<file path="src/rtl/force_accumulator.sv">
// Accumulates the signed 2-D force on one body from every other entry of a body table.
// Three-stage pipeline: |delta| and direction, scaled magnitude, saturating accumulation.
module force_accumulator #(
  parameter int unsigned N_BODIES = 4,
  parameter int unsigned XW       = 7,
  parameter int unsigned YW       = 6,
  parameter int unsigned INV_W    = 20,
  parameter int unsigned FRAC     = 8,
  parameter int unsigned G_SHIFT  = 3,
  parameter int unsigned ACC_W    = 16
) (
  input  logic                            clk,
  input  logic                            rst_n,
  input  logic                            start,
  input  logic [$clog2(N_BODIES)-1:0]     obj_idx,
  input  logic [XW-1:0]                   obj_x,
  input  logic [YW-1:0]                   obj_y,
  output logic [$clog2(N_BODIES)-1:0]     rd_addr,
  input  logic [XW-1:0]                   rd_x,
  input  logic [YW-1:0]                   rd_y,
  output logic [XW-1:0]                   dx_abs,
  output logic [YW-1:0]                   dy_abs,
  input  logic [INV_W-1:0]                inv_cube,
  output logic                            busy,
  output logic                            done,
  output logic signed [ACC_W-1:0]         x_force,
  output logic signed [ACC_W-1:0]         y_force,
  output logic [$clog2(N_BODIES):0]       pair_cnt,
  output logic                            sat
);

  localparam int unsigned AW  = $clog2(N_BODIES);
  localparam int unsigned CW  = AW + 1;
  localparam int unsigned FW  = G_SHIFT + FRAC;
  localparam int unsigned SH  = INV_W - FRAC - G_SHIFT;
  localparam int unsigned SW  = ACC_W + 1;
  localparam int unsigned PXW = XW + INV_W;
  localparam int unsigned PYW = YW + INV_W;

  localparam logic [1:0] StIdle  = 2'd0;
  localparam logic [1:0] StRun   = 2'd1;
  localparam logic [1:0] StDrain = 2'd2;
  localparam logic [1:0] StDone  = 2'd3;

  logic [1:0]       state_q, state_d;
  logic [1:0]       drain_cnt_q;
  logic [AW-1:0]    obj_idx_q;
  logic [XW-1:0]    obj_x_q;
  logic [YW-1:0]    obj_y_q;
  logic             s0_valid_q;
  logic [AW-1:0]    s0_idx_q;
  logic             s1_valid_q, s1_sx_q, s1_sy_q;
  logic             s2_valid_q, s2_sx_q, s2_sy_q;
  logic [FW-1:0]    s2_fx_q, s2_fy_q;
  logic [ACC_W-1:0] acc_x_q, acc_y_q;
  logic [CW-1:0]    cnt_q;
  logic             sat_q;

  logic             accept, last_addr;
  logic [XW-1:0]    dx_n;
  logic [YW-1:0]    dy_n;
  logic [PXW-1:0]   prod_x;
  logic [PYW-1:0]   prod_y;
  logic             clip_x, clip_y;
  logic [ACC_W-1:0] add_x, add_y, acc_x_n, acc_y_n;
  logic [CW-1:0]    cnt_n;
  logic             sat_n;

  // Returns {clipped, result}; one add of a narrower magnitude needs only one guard bit.
  function automatic logic [SW-1:0] sat_add(input logic [ACC_W-1:0] acc,
                                            input logic [FW-1:0] mag, input logic pos);
    logic [SW-1:0] a, m, s;
    a = {acc[ACC_W-1], acc};
    m = SW'(mag);
    s = pos ? a + m : a - m;
    if (s[ACC_W] != s[ACC_W-1]) begin
      return s[ACC_W] ? {1'b1, 1'b1, {(ACC_W-1){1'b0}}} : {1'b1, 1'b0, {(ACC_W-1){1'b1}}};
    end
    return {1'b0, s[ACC_W-1:0]};
  endfunction

  assign accept    = start && (state_q == StIdle || state_q == StDone);
  assign last_addr = (rd_addr == AW'(N_BODIES - 1));
  assign busy      = (state_q == StRun) || (state_q == StDrain);
  assign done      = (state_q == StDone);

  always_comb begin
    state_d = state_q;
    unique case (state_q)
      StIdle:  if (accept) state_d = StRun;
      StRun:   if (last_addr) state_d = StDrain;
      StDrain: if (drain_cnt_q == 2'd2) state_d = StDone;
      StDone:  state_d = accept ? StRun : StIdle;
      default: state_d = StIdle;
    endcase
  end

  always_comb begin
    dx_n   = (obj_x_q > rd_x) ? obj_x_q - rd_x : rd_x - obj_x_q;
    dy_n   = (obj_y_q > rd_y) ? obj_y_q - rd_y : rd_y - obj_y_q;
    prod_x = PXW'(dx_abs) * PXW'(inv_cube);
    prod_y = PYW'(dy_abs) * PYW'(inv_cube);
    {clip_x, add_x} = sat_add(acc_x_q, s2_fx_q, s2_sx_q);
    {clip_y, add_y} = sat_add(acc_y_q, s2_fy_q, s2_sy_q);
    acc_x_n = s2_valid_q ? add_x : acc_x_q;
    acc_y_n = s2_valid_q ? add_y : acc_y_q;
    cnt_n   = cnt_q + CW'(s2_valid_q);
    sat_n   = sat_q | (s2_valid_q & (clip_x | clip_y));
  end

  always_ff @(posedge clk) begin
    if (!rst_n) begin
      state_q     <= StIdle;
      drain_cnt_q <= '0;
      rd_addr     <= '0;
      obj_idx_q   <= '0;
      obj_x_q     <= '0;
      obj_y_q     <= '0;
      s0_valid_q  <= 1'b0;
      s0_idx_q    <= '0;
      dx_abs      <= '0;
      dy_abs      <= '0;
      s1_valid_q  <= 1'b0;
      s1_sx_q     <= 1'b0;
      s1_sy_q     <= 1'b0;
      s2_valid_q  <= 1'b0;
      s2_sx_q     <= 1'b0;
      s2_sy_q     <= 1'b0;
      s2_fx_q     <= '0;
      s2_fy_q     <= '0;
      acc_x_q     <= '0;
      acc_y_q     <= '0;
      cnt_q       <= '0;
      sat_q       <= 1'b0;
      x_force     <= '0;
      y_force     <= '0;
      pair_cnt    <= '0;
      sat         <= 1'b0;
    end else begin
      state_q <= state_d;
      if (accept) begin
        rd_addr     <= '0;
        drain_cnt_q <= '0;
        obj_idx_q   <= obj_idx;
        obj_x_q     <= obj_x;
        obj_y_q     <= obj_y;
        acc_x_q     <= '0;
        acc_y_q     <= '0;
        cnt_q       <= '0;
        sat_q       <= 1'b0;
      end else begin
        if (state_q == StRun && !last_addr) rd_addr <= rd_addr + AW'(1);
        if (state_q == StDrain) drain_cnt_q <= drain_cnt_q + 2'd1;
        acc_x_q <= acc_x_n;
        acc_y_q <= acc_y_n;
        cnt_q   <= cnt_n;
        sat_q   <= sat_n;
      end
      // Table data lags rd_addr by one cycle, so the index travels alongside it.
      s0_valid_q <= (state_q == StRun);
      s0_idx_q   <= rd_addr;
      if (s0_valid_q) begin
        dx_abs  <= dx_n;
        dy_abs  <= dy_n;
        s1_sx_q <= (obj_x_q > rd_x);
        s1_sy_q <= (obj_y_q > rd_y);
      end
      s1_valid_q <= s0_valid_q && (s0_idx_q != obj_idx_q) && (dx_n != '0 || dy_n != '0);
      s2_valid_q <= s1_valid_q;
      s2_sx_q    <= s1_sx_q;
      s2_sy_q    <= s1_sy_q;
      s2_fx_q    <= FW'(prod_x >> SH);
      s2_fy_q    <= FW'(prod_y >> SH);
      // Results include the final pair, which is accumulated on this same edge.
      if (state_q == StDrain && state_d == StDone) begin
        x_force  <= acc_x_n;
        y_force  <= acc_y_n;
        pair_cnt <= cnt_n;
        sat      <= sat_n;
      end
    end
  end

endmodule

</file>
<file path="config.mk">
export PLATFORM = sky130hd
export DESIGN_NAME = force_accumulator
export DESIGN_NICKNAME = d
export VERILOG_FILES = /design/src/rtl/force_accumulator.sv
export SDC_FILE = /design/constraint.sdc
export NUM_CORES = 1
export LEC_CHECK = 0
export BUFFER_PORTS_ARGS = -buffer_cell sky130_fd_sc_hd__buf_2
export CAP_MARGIN = 20
export CORE_UTILIZATION = 60
export CTS_CLUSTER_DIAMETER = 120
export CTS_CLUSTER_SIZE = 30
export DETAILED_ROUTE_END_ITERATION = 8
export GPL_ROUTABILITY_DRIVEN = 0
export PLACE_DENSITY = 0.88
export SETUP_SLACK_MARGIN = 0.2
export SYNTH_ARGS = -nofsm -noshare
export SYNTH_HDL_FRONTEND = slang
export SYNTH_SLANG_ARGS = --single-unit
</file>
<file path="constraint.sdc">
create_clock -name clk -period 15.65 [get_ports clk]
set_input_delay 2.3475 -clock clk [delete_from_list [all_inputs] [get_ports clk]]
set_output_delay 2.3475 -clock clk [all_outputs]
set_load 0.02 [all_outputs]
</file>
Word-level counts from Yosys, hierarchy flattened
Cells that the tools add are included.
{ "totals": {"regBits": 137, "output_inout_bits": 53} }
{ "classes": {"add_sub_neg": 11, "multipliers": 2, "magnitude_cmp": 2, "eq_ne": 9, "muxes": 19, "bitwise": 4, "n_reduce_logical": 13} }
{ "ops": {"columns": ["operator", "count"], "rows": [
  ["$mux 17", 6],
  ["$mux 16", 4],
  ["$add 16x12->17", 2],
  ["$sub 16x12->17", 2],
  ["$mul 6x20->20", 1],
  ["$mul 7x20->20", 1],
  ["$sub 7x7->7", 2],
  ["$sub 6x6->6", 2],
  ["$eq 2x2->1 const B", 5],
  ["$pmux 2 s4", 1],
  ["$gt 7x7->1", 1],
  ["$mux 7", 1],
  ["$reduce_bool 7->1", 1],
  ["$gt 6x6->1", 1],
  ["$mux 2", 3],
  ["$mux 6", 1],
  ["$reduce_bool 6->1", 1],
  ["$logic_and 1x1->1", 5],
  ["$add 2x1->2 const B", 2],
  ["$add 3x1->3", 1],
  ["$logic_or 1x1->1", 3],
  ["$mux 1", 3],
  ["$eq 2x1->1 const B", 1],
  ["$logic_not 2->1", 1],
  ["7 further kinds", 9]
]} }

Depth between registers and ports, before layout
Gate-level depths: netlist of run 1.
{ "depth": {"depth_word": 8, "mapped_depth": 20} }

Worst setup path before layout of run 1
OpenSTA, ideal clock, no wires.
{ "synth_timing": {"path_type": "input port to flip-flop", "startpoint": "in inv_cube[6]", "endpoint": "reg s2_fx_q[10]", "setup_time_ps": 115, "t_arrival_ps": 6528, "required_ps": 15535, "slack_ps": 9007, "cell_stages": 18, "n_path_buf": 1, "path_cell_list": "clkbuf_1 and2_1 fa_1 fa_1 fa_1 inv_1 fa_1 inv_1 ha_1 nand4_1 or2_2 o221ai_1 a21oi_1 a31oi_1 a31o_2 a21oi_1 xnor2_1 and2_1"} }
{ "synth_between": {"elab_chain_cells": 1} }
{ "synth_rtl": {"columns": ["element", "line", "source"], "rows": [
  ["start, declared", "23", "input logic [INV_W-1:0] inv_cube,"],
  ["$mul 7x20->20", "101", "prod_x = PXW'(dx_abs) * PXW'(inv_cube);"],
  ["end signal, assigned", "172", "s2_fx_q <= FW'(prod_x >> SH);"],
  ["end, declared", "54", "logic [FW-1:0] s2_fx_q, s2_fy_q;"]
]} }
No other way between the ends.
A chain may end at the register's enable or synchronous reset.

Final worst setup path of run 1
{ "layout_timing": {"startpoint": "in inv_cube[5]", "endpoint": "reg s2_fx_q[10]"} }
The elaborated chain is that of the path after synthesis.

==> impl_metrics.json, run 1 <==
{
  "outcome": "finished with violations",
  "violations": "design-rule violations",
  "grt_pass1_wl_um": 55400,
  "post-place-ws_ns": 8.58,
  "cap_violations": 0,
  "cts-resized-gates": 0,
  "core_mm2": 0.0220,
  "antenna_cells": 0,
  "synth-seq-area-share_pct": 20.1,
  "grt_antenna_before_repair": 0,
  "async_flop_share_pct": 0,
  "finalWirelength_um": 32900,
  "synth.top_cells.by_count": "203 x nand2_1, 188 x inv_1, 137 x dfxtp_1, 137 x fa_1, 121 x and2_1",
  "path_cells": "buf_2, and2_1, fa_1, inv_1, fa_1, inv_1, fa_1, fa_1, ha_1, nand4_1, or2_2, o221ai_1, a21oi_1, a31oi_1, a31o_2, a21oi_1, xnor2_1, and2_1",
  "rsz0062_at_grt": "false",
  "dieHeight_um": 153,
  "syn_inst": 1599,
  "numPortBuffers": 103,
  "reg2reg_to": "s2_fx_q[10]",
  "cp-startpoint": "inv_cube[5]",
  "power_density_mw_per_mm2": 163,
  "htreeDepth": 4,
  "use_met1_pct": 36.8,
  "busiest_layer": "met2",
  "critPathKind": "in2reg",
  "clk_pin_slew_worst_paths_ns": 0.06,
  "synth_edf_count": 0,
  "hp-class": "reg2reg",
  "worst_slack_ns": 9.03,
  "die_x_um": 153,
  "drtPass1Iterations": 9,
  "min_period_ns": 6.62,
  "synth_seq_cells": 137,
  "peakVddDrop_v": 0.000120,
  "grt_pass1_vias": 11633,
  "cts_tree": "yes",
  "clock_path_buffers": 2,
  "synth_area_leaders": "dfxtp_1 20%, fa_1 20%, ha_1 10%",
  "viasPerCell": 5.84,
  "synthFlopType": "dfxtp_1",
  "post-route-drc-count": 5,
  "start_util_pct": 61.9,
  "slew_headroom_pct": 31.5,
  "multi_input_area_mm2": 0.00986,
  "ff2ff_setup_slack_ns": 10.36,
  "drtAntennaViolNets": 0,
  "cp_max_fo": 13,
  "fin_skew_ns": 0.00977,
  "yosysTopAreaCell": "dfxtp_1",
  "fin_nets": 1946,
  "post_cts_buffers": 0,
  "cts_inserted_buffers": 17,
  "final_util_pct": 67.5,
  "gr-total-overflow": 0,
  "avgSynthCellArea_um2": 8.53,
  "synthDistinctLibCells": 76,
  "cp-start-kind": "input port",
  "syn2layout_area_growth_pct": 9.08,
  "synth_top_area_share_pct": 20.1,
  "pin_count": 104,
  "hold_viol": 0,
  "worst_pin_slew_ns": 1.03,
  "insertion_delay_ns": 0.44,
  "r2r-start": "dx_abs[1]",
  "wire_per_inst_um": 16.9,
  "cp_common_cell": "fa_1",
  "power_leakage_nw": 7.31,
  "tns_ns": 0,
  "reg2regPathDepth": 17,
  "clockRootBuffer": "clkbuf_16",
  "drt_iter0_drc": 750,
  "clock_sinks": 137,
  "synth_area_mm2": 0.0136,
  "drive_gt1_share_pct": 10.4,
  "end_kind": "register",
  "finalSetupViolations": 0,
  "die_area_mm2": 0.0233,
  "cts_hold_buf": 0,
  "seq_area_mm2": 0.00274,
  "yosys_warnings": 0,
  "finalCritPeriodShare_pct": 42.3,
  "slowest_delay_ns": 0.54,
  "required_ns": 15.98,
  "dpl.hpwl_um": 24200,
  "crit_end": "s2_fx_q[10]",
  "synth_most_common_cell": "nand2_1",
  "gr-usage-met2_pct": 50.4,
  "rows": 54,
  "cpMaxStageDelayCell": "fa_1",
  "timing.fmax_ghz": 0.151,
  "crit_arrival_ns": 6.94,
  "vias": 11342,
  "maxSlewViolCount": 0,
  "synth_nets": 1896,
  "globalRouteTotalUtil_pct": 29.3,
  "fillers": 1629,
  "grt_max_degree": 101,
  "met3_usage_pct": 5.38
}
## metal layers
layer  vias to the layer above  part of all wire, %
met5                         -                    0
met4                         0                  2.3
met3                        71                  7.1
met2                       501                   49
met1                      5450                   42
li1                       5320                    -
## per-stage QoR
stage / area (um^2) / hold slack [ns] / std cells / total power, mW
after global routing: 14900 / 0.499 / 1942 / 2.62
after detailed placement: 14200 / 0.440 / 1908 / 1.96
after global placement: 14200 / 0.431 / 1908 / 1.89
after floorplan: 13600 / 0.412 / 1599 / 1.65
after CTS: 14900 / 0.454 / 1940 / 2.40
final: 14900 / 0.455 / 1942 / 2.42
## registers in the layout (all words and copies together) (netlist names), 2 cells and up
name         flops
acc_x_q         16
acc_y_q         16
cnt_q            3
drain_cnt_q      2
dx_abs           7
dy_abs           6
obj_idx_q        2
obj_x_q          7
obj_y_q          6
pair_cnt         3
rd_addr          2
s0_idx_q         2
s2_fx_q         11
s2_fy_q         11
state_q          2
x_force         16
y_force         16
## worst min path at each step
| stage | endpoint | cells after the start | from | slack, ns |
|---|---|---|---|---|
| floorplan | s2_valid_q | 1 | s1_valid_q | 0.41 |
| global placement | s2_valid_q | 1 | s1_valid_q | 0.43 |
| detailed placement | s2_valid_q | 1 | s1_valid_q | 0.44 |
| CTS | s2_valid_q | 1 | s1_valid_q | 0.45 |
| global route | sat_q | 2 | sat_q | 0.50 |
| finish | s2_valid_q | 1 | s1_valid_q | 0.46 |
## worst max-delay path, delay by kind of cell
kind / cells / cell delay [ns]
adder cells (fa/ha/maj): 5 / 2.30
AO/OA/AOI/OAI: 5 / 1.13
AND/OR/NAND/NOR: 4 / 0.77
buffers and inverters: 3 / 0.29
XOR/XNOR: 1 / 0.12
## cells by family (layout without fill, tap and decap cells)
family	Yosys count	count (layout)	synth area share, %
AND/OR/NAND/NOR	503	503	18.3
AO/OA/AOI/OAI	306	306	14.5
buffers and inverters	270	333	7.60
adder cells (fa/ha/maj)	250	250	30.4
flip-flops	137	137	20.1
XOR/XNOR	99	99	6.52
multiplexers	34	34	2.60
## layout by cell type, fill, tap and decap left out, types with 24 or more instances in the layout
cell type,n
buf_2,103
xnor2_1,57
inv_1,188
nand2_1,203
xor2_1,39
ha_1,109
o21ai_1,24
o21ai_0,46
fa_1,137
dfxtp_1,137
a21oi_1,102
mux2i_1,26
and2_1,121
nor2_1,71
## cell type report
type | instances | area share, %
well taps | 280 | 2.36
flip-flops and latches | 137 | 18.4
inverters | 188 | 4.74
clock buffers | 17 | 2.86
repair buffers | 113 | 3.97
clock inverters | 15 | 1.35
multi-input cells | 1192 | 66.3
## where the power goes
| part | internal (mW) | switching (mW) |
|---|---|---|
| registers | 0.400 | 0.0674 |
| logic | 0.614 | 0.910 |
| clock network | 0.257 | 0.172 |
| total | 1.27 | 1.15 |
Note: power is estimated with default switching activity, not from simulation.
==> run 2: changes to the inputs <==
==> constraint.sdc (replaced) <==
create_clock -name clk -period 6.4 [get_ports clk]
set_input_delay 0.96 -clock clk [delete_from_list [all_inputs] [get_ports clk]]
set_output_delay 0.96 -clock clk [all_outputs]
set_load 0.02 [all_outputs]
==> run 2 against run 1 <==
Net effect: the run still ends with design-rule violations left; total power increased by 140%; worst setup slack got worse by 8.0 ns; die area unchanged; cell count unchanged; sequential power increased by 150%; utilization decreased by 0.22 points; design area decreased by 0.32%; register-to-register slack got worse by 9.3 ns; global-route usage decreased by 0.22 points; worst hold slack got worse by 0.0018 ns.
==> impl_metrics.json, run 2 (synthesis gave the netlist of run 1 again) <==
{
  "grt_antenna_before_repair": 0,
  "wl_met2_um": 16100,
  "cts_tree": "yes",
  "grt_pass1_wl_um": 55300,
  "tns_ns": 0,
  "syn2layout_area_growth_pct": 8.74,
  "ff2ff_setup_slack_ns": 1.02,
  "vias": 11387,
  "worst_pin_slew_ns": 1.04,
  "die_x_um": 153,
  "start_util_pct": 61.9,
  "cp_max_fo": 20,
  "clockRootBuffer": "clkbuf_16",
  "die_area_mm2": 0.0233,
  "cts-resized-gates": 0,
  "drtAntennaViolNets": 0,
  "cts_inserted_buffers": 17,
  "globalRouteTotalUtil_pct": 29.0,
  "finalCritPeriodShare_pct": 84.1,
  "post-route-drc-count": 5,
  "cp_common_cell": "fa_1",
  "required_ns": 6.71,
  "rows": 54,
  "drt_iter0_drc": 925,
  "dpl.hpwl_um": 24500,
  "slew_headroom_pct": 30.6,
  "wl_met1_um": 13900,
  "critPathKind": "reg2reg",
  "clock_path_buffers": 2,
  "dieHeight_um": 153,
  "r2r-start": "dx_abs[2]",
  "end_kind": "register",
  "pin_count": 104,
  "maxSlewViolCount": 0,
  "reg2regPathDepth": 17,
  "clk_pin_slew_worst_paths_ns": 0.07,
  "fillers": 1696,
  "instances_no_fill": 1942,
  "finalSetupViolations": 0,
  "finalWirelength_um": 33100,
  "cpMaxStageDelayCell": "dfxtp_1",
  "gr-total-overflow": 0,
  "fin_skew_ns": 0.0119,
  "wl_met3_um": 2310,
  "insertion_delay_ns": 0.43,
  "hold_start": "s1_valid_q",
  "crit_arrival_ns": 5.70,
  "rsz0062_at_grt": "false",
  "grt_max_degree": 101,
  "core_mm2": 0.0220,
  "drive_gt1_share_pct": 10.4,
  "timing.fmax_ghz": 0.186,
  "reg2reg_to": "s2_fx_q[10]",
  "outcome": "finished with violations",
  "layout_commonest_cell": "nand2_1",
  "peakVddDrop_v": 0.000268,
  "antenna_cells": 0,
  "drtPass1Iterations": 9,
  "cp-start-kind": "register",
  "numPortBuffers": 103,
  "clock_sinks": 137,
  "cts_hold_buf": 0,
  "hold_viol": 0,
  "place_inst": 1908,
  "power_leakage_nw": 7.27,
  "hp-class": "reg2reg",
  "slowest_delay_ns": 0.83,
  "post_cts_buffers": 0,
  "wire_per_inst_um": 17.0,
  "final_util_pct": 67.3,
  "min_to": "s2_valid_q",
  "hold_depth": 1,
  "violations": "design-rule violations",
  "power_density_mw_per_mm2": 395,
  "final_cell_mix": "203 x nand2_1, 188 x inv_1, 137 x fa_1, 137 x dfxtp_1, 121 x and2_1",
  "min_period_ns": 5.38,
  "fin_nets": 1946,
  "top_layer": "met4",
  "path_cells": "and2_1, fa_1, fa_1, fa_1, inv_1, fa_1, inv_1, ha_1, nand4_1, or2_2, o221ai_1, a21oi_1, a31oi_1, a31o_2, a21oi_1, xnor2_1, and2_1",
  "htreeDepth": 4,
  "cap_violations": 0,
  "viasPerCell": 5.86,
  "grt_pass1_vias": 11649
}
-- run 2: cell count changes in the layout (fill, tap and decap cells not counted), sizes merged --
cell / change
clkinv: -1
inv: -1
clkinvlp: +4
bufinv: -2
-- run 2: metal layers --
layer / global-route usage [%] / up-vias
li1: - / 5320
met1: 36.8 / 5515
met2: 49.5 / 474
met3: 5.01 / 78
met4: 10.9 / 0
met5: 0 / -
-- run 2: worst max path at each step --
stage	start	end	slack (ns)
after floorplan	inv_cube[6]	s2_fx_q[10]	1.14
after global placement	inv_cube[7]	s2_fx_q[10]	0.86
after detailed placement	inv_cube[5]	s2_fx_q[10]	0.66
after CTS	dx_abs[2]	s2_fx_q[10]	1.04
after global routing	dx_abs[2]	s2_fx_q[10]	0.79
final	dx_abs[2]	s2_fx_q[10]	1.02
-- run 2: layout make-up --
class | count | area [um^2] | share of cell area, %
multi-input cells | 1192 | 9860 | 66.5
repair buffers | 113 | 591 | 3.98
flip-flops and latches | 137 | 2740 | 18.5
clock inverters | 15 | 154 | 1.04
inverters | 188 | 706 | 4.76
well taps | 280 | 350 | 2.36
clock buffers | 17 | 425 | 2.87
-- run 2: through the flow --
| step | hold WS, ns | setup slack [ns] | instance area [um^2] | power, mW |
|---|---|---|---|---|
| 2_1_floorplan | 0.412 | 1.14 | 13600 | 4.04 |
| 3_3_place_gp | 0.432 | 0.863 | 14200 | 4.63 |
| 3_5_place_dp | 0.444 | 0.657 | 14200 | 4.80 |
| 4_1_cts | 0.455 | 1.04 | 14800 | 5.80 |
| 5_1_grt | 0.461 | 0.789 | 14800 | 6.32 |
| 6_report | 0.454 | 1.02 | 14800 | 5.86 |
-- run 2: worst max-delay path, delay by kind of cell, from the launching register on --
| kind | cells | cell delay (ns) |
|---|---|---|
| buf+inv | 2 | 0.09 |
| flops | 1 | 0.83 |
| fa+ha+maj | 5 | 2.23 |
| simple gates | 4 | 0.83 |
| compound gates | 5 | 1.14 |
| xor+xnor | 1 | 0.12 |
-- run 2: where the power goes --
group,switching (mW),total [mW],internal [mW]
Sequential,0.173,1.15,0.979
Clock,0.413,0.961,0.548
Combinational,2.25,3.75,1.50
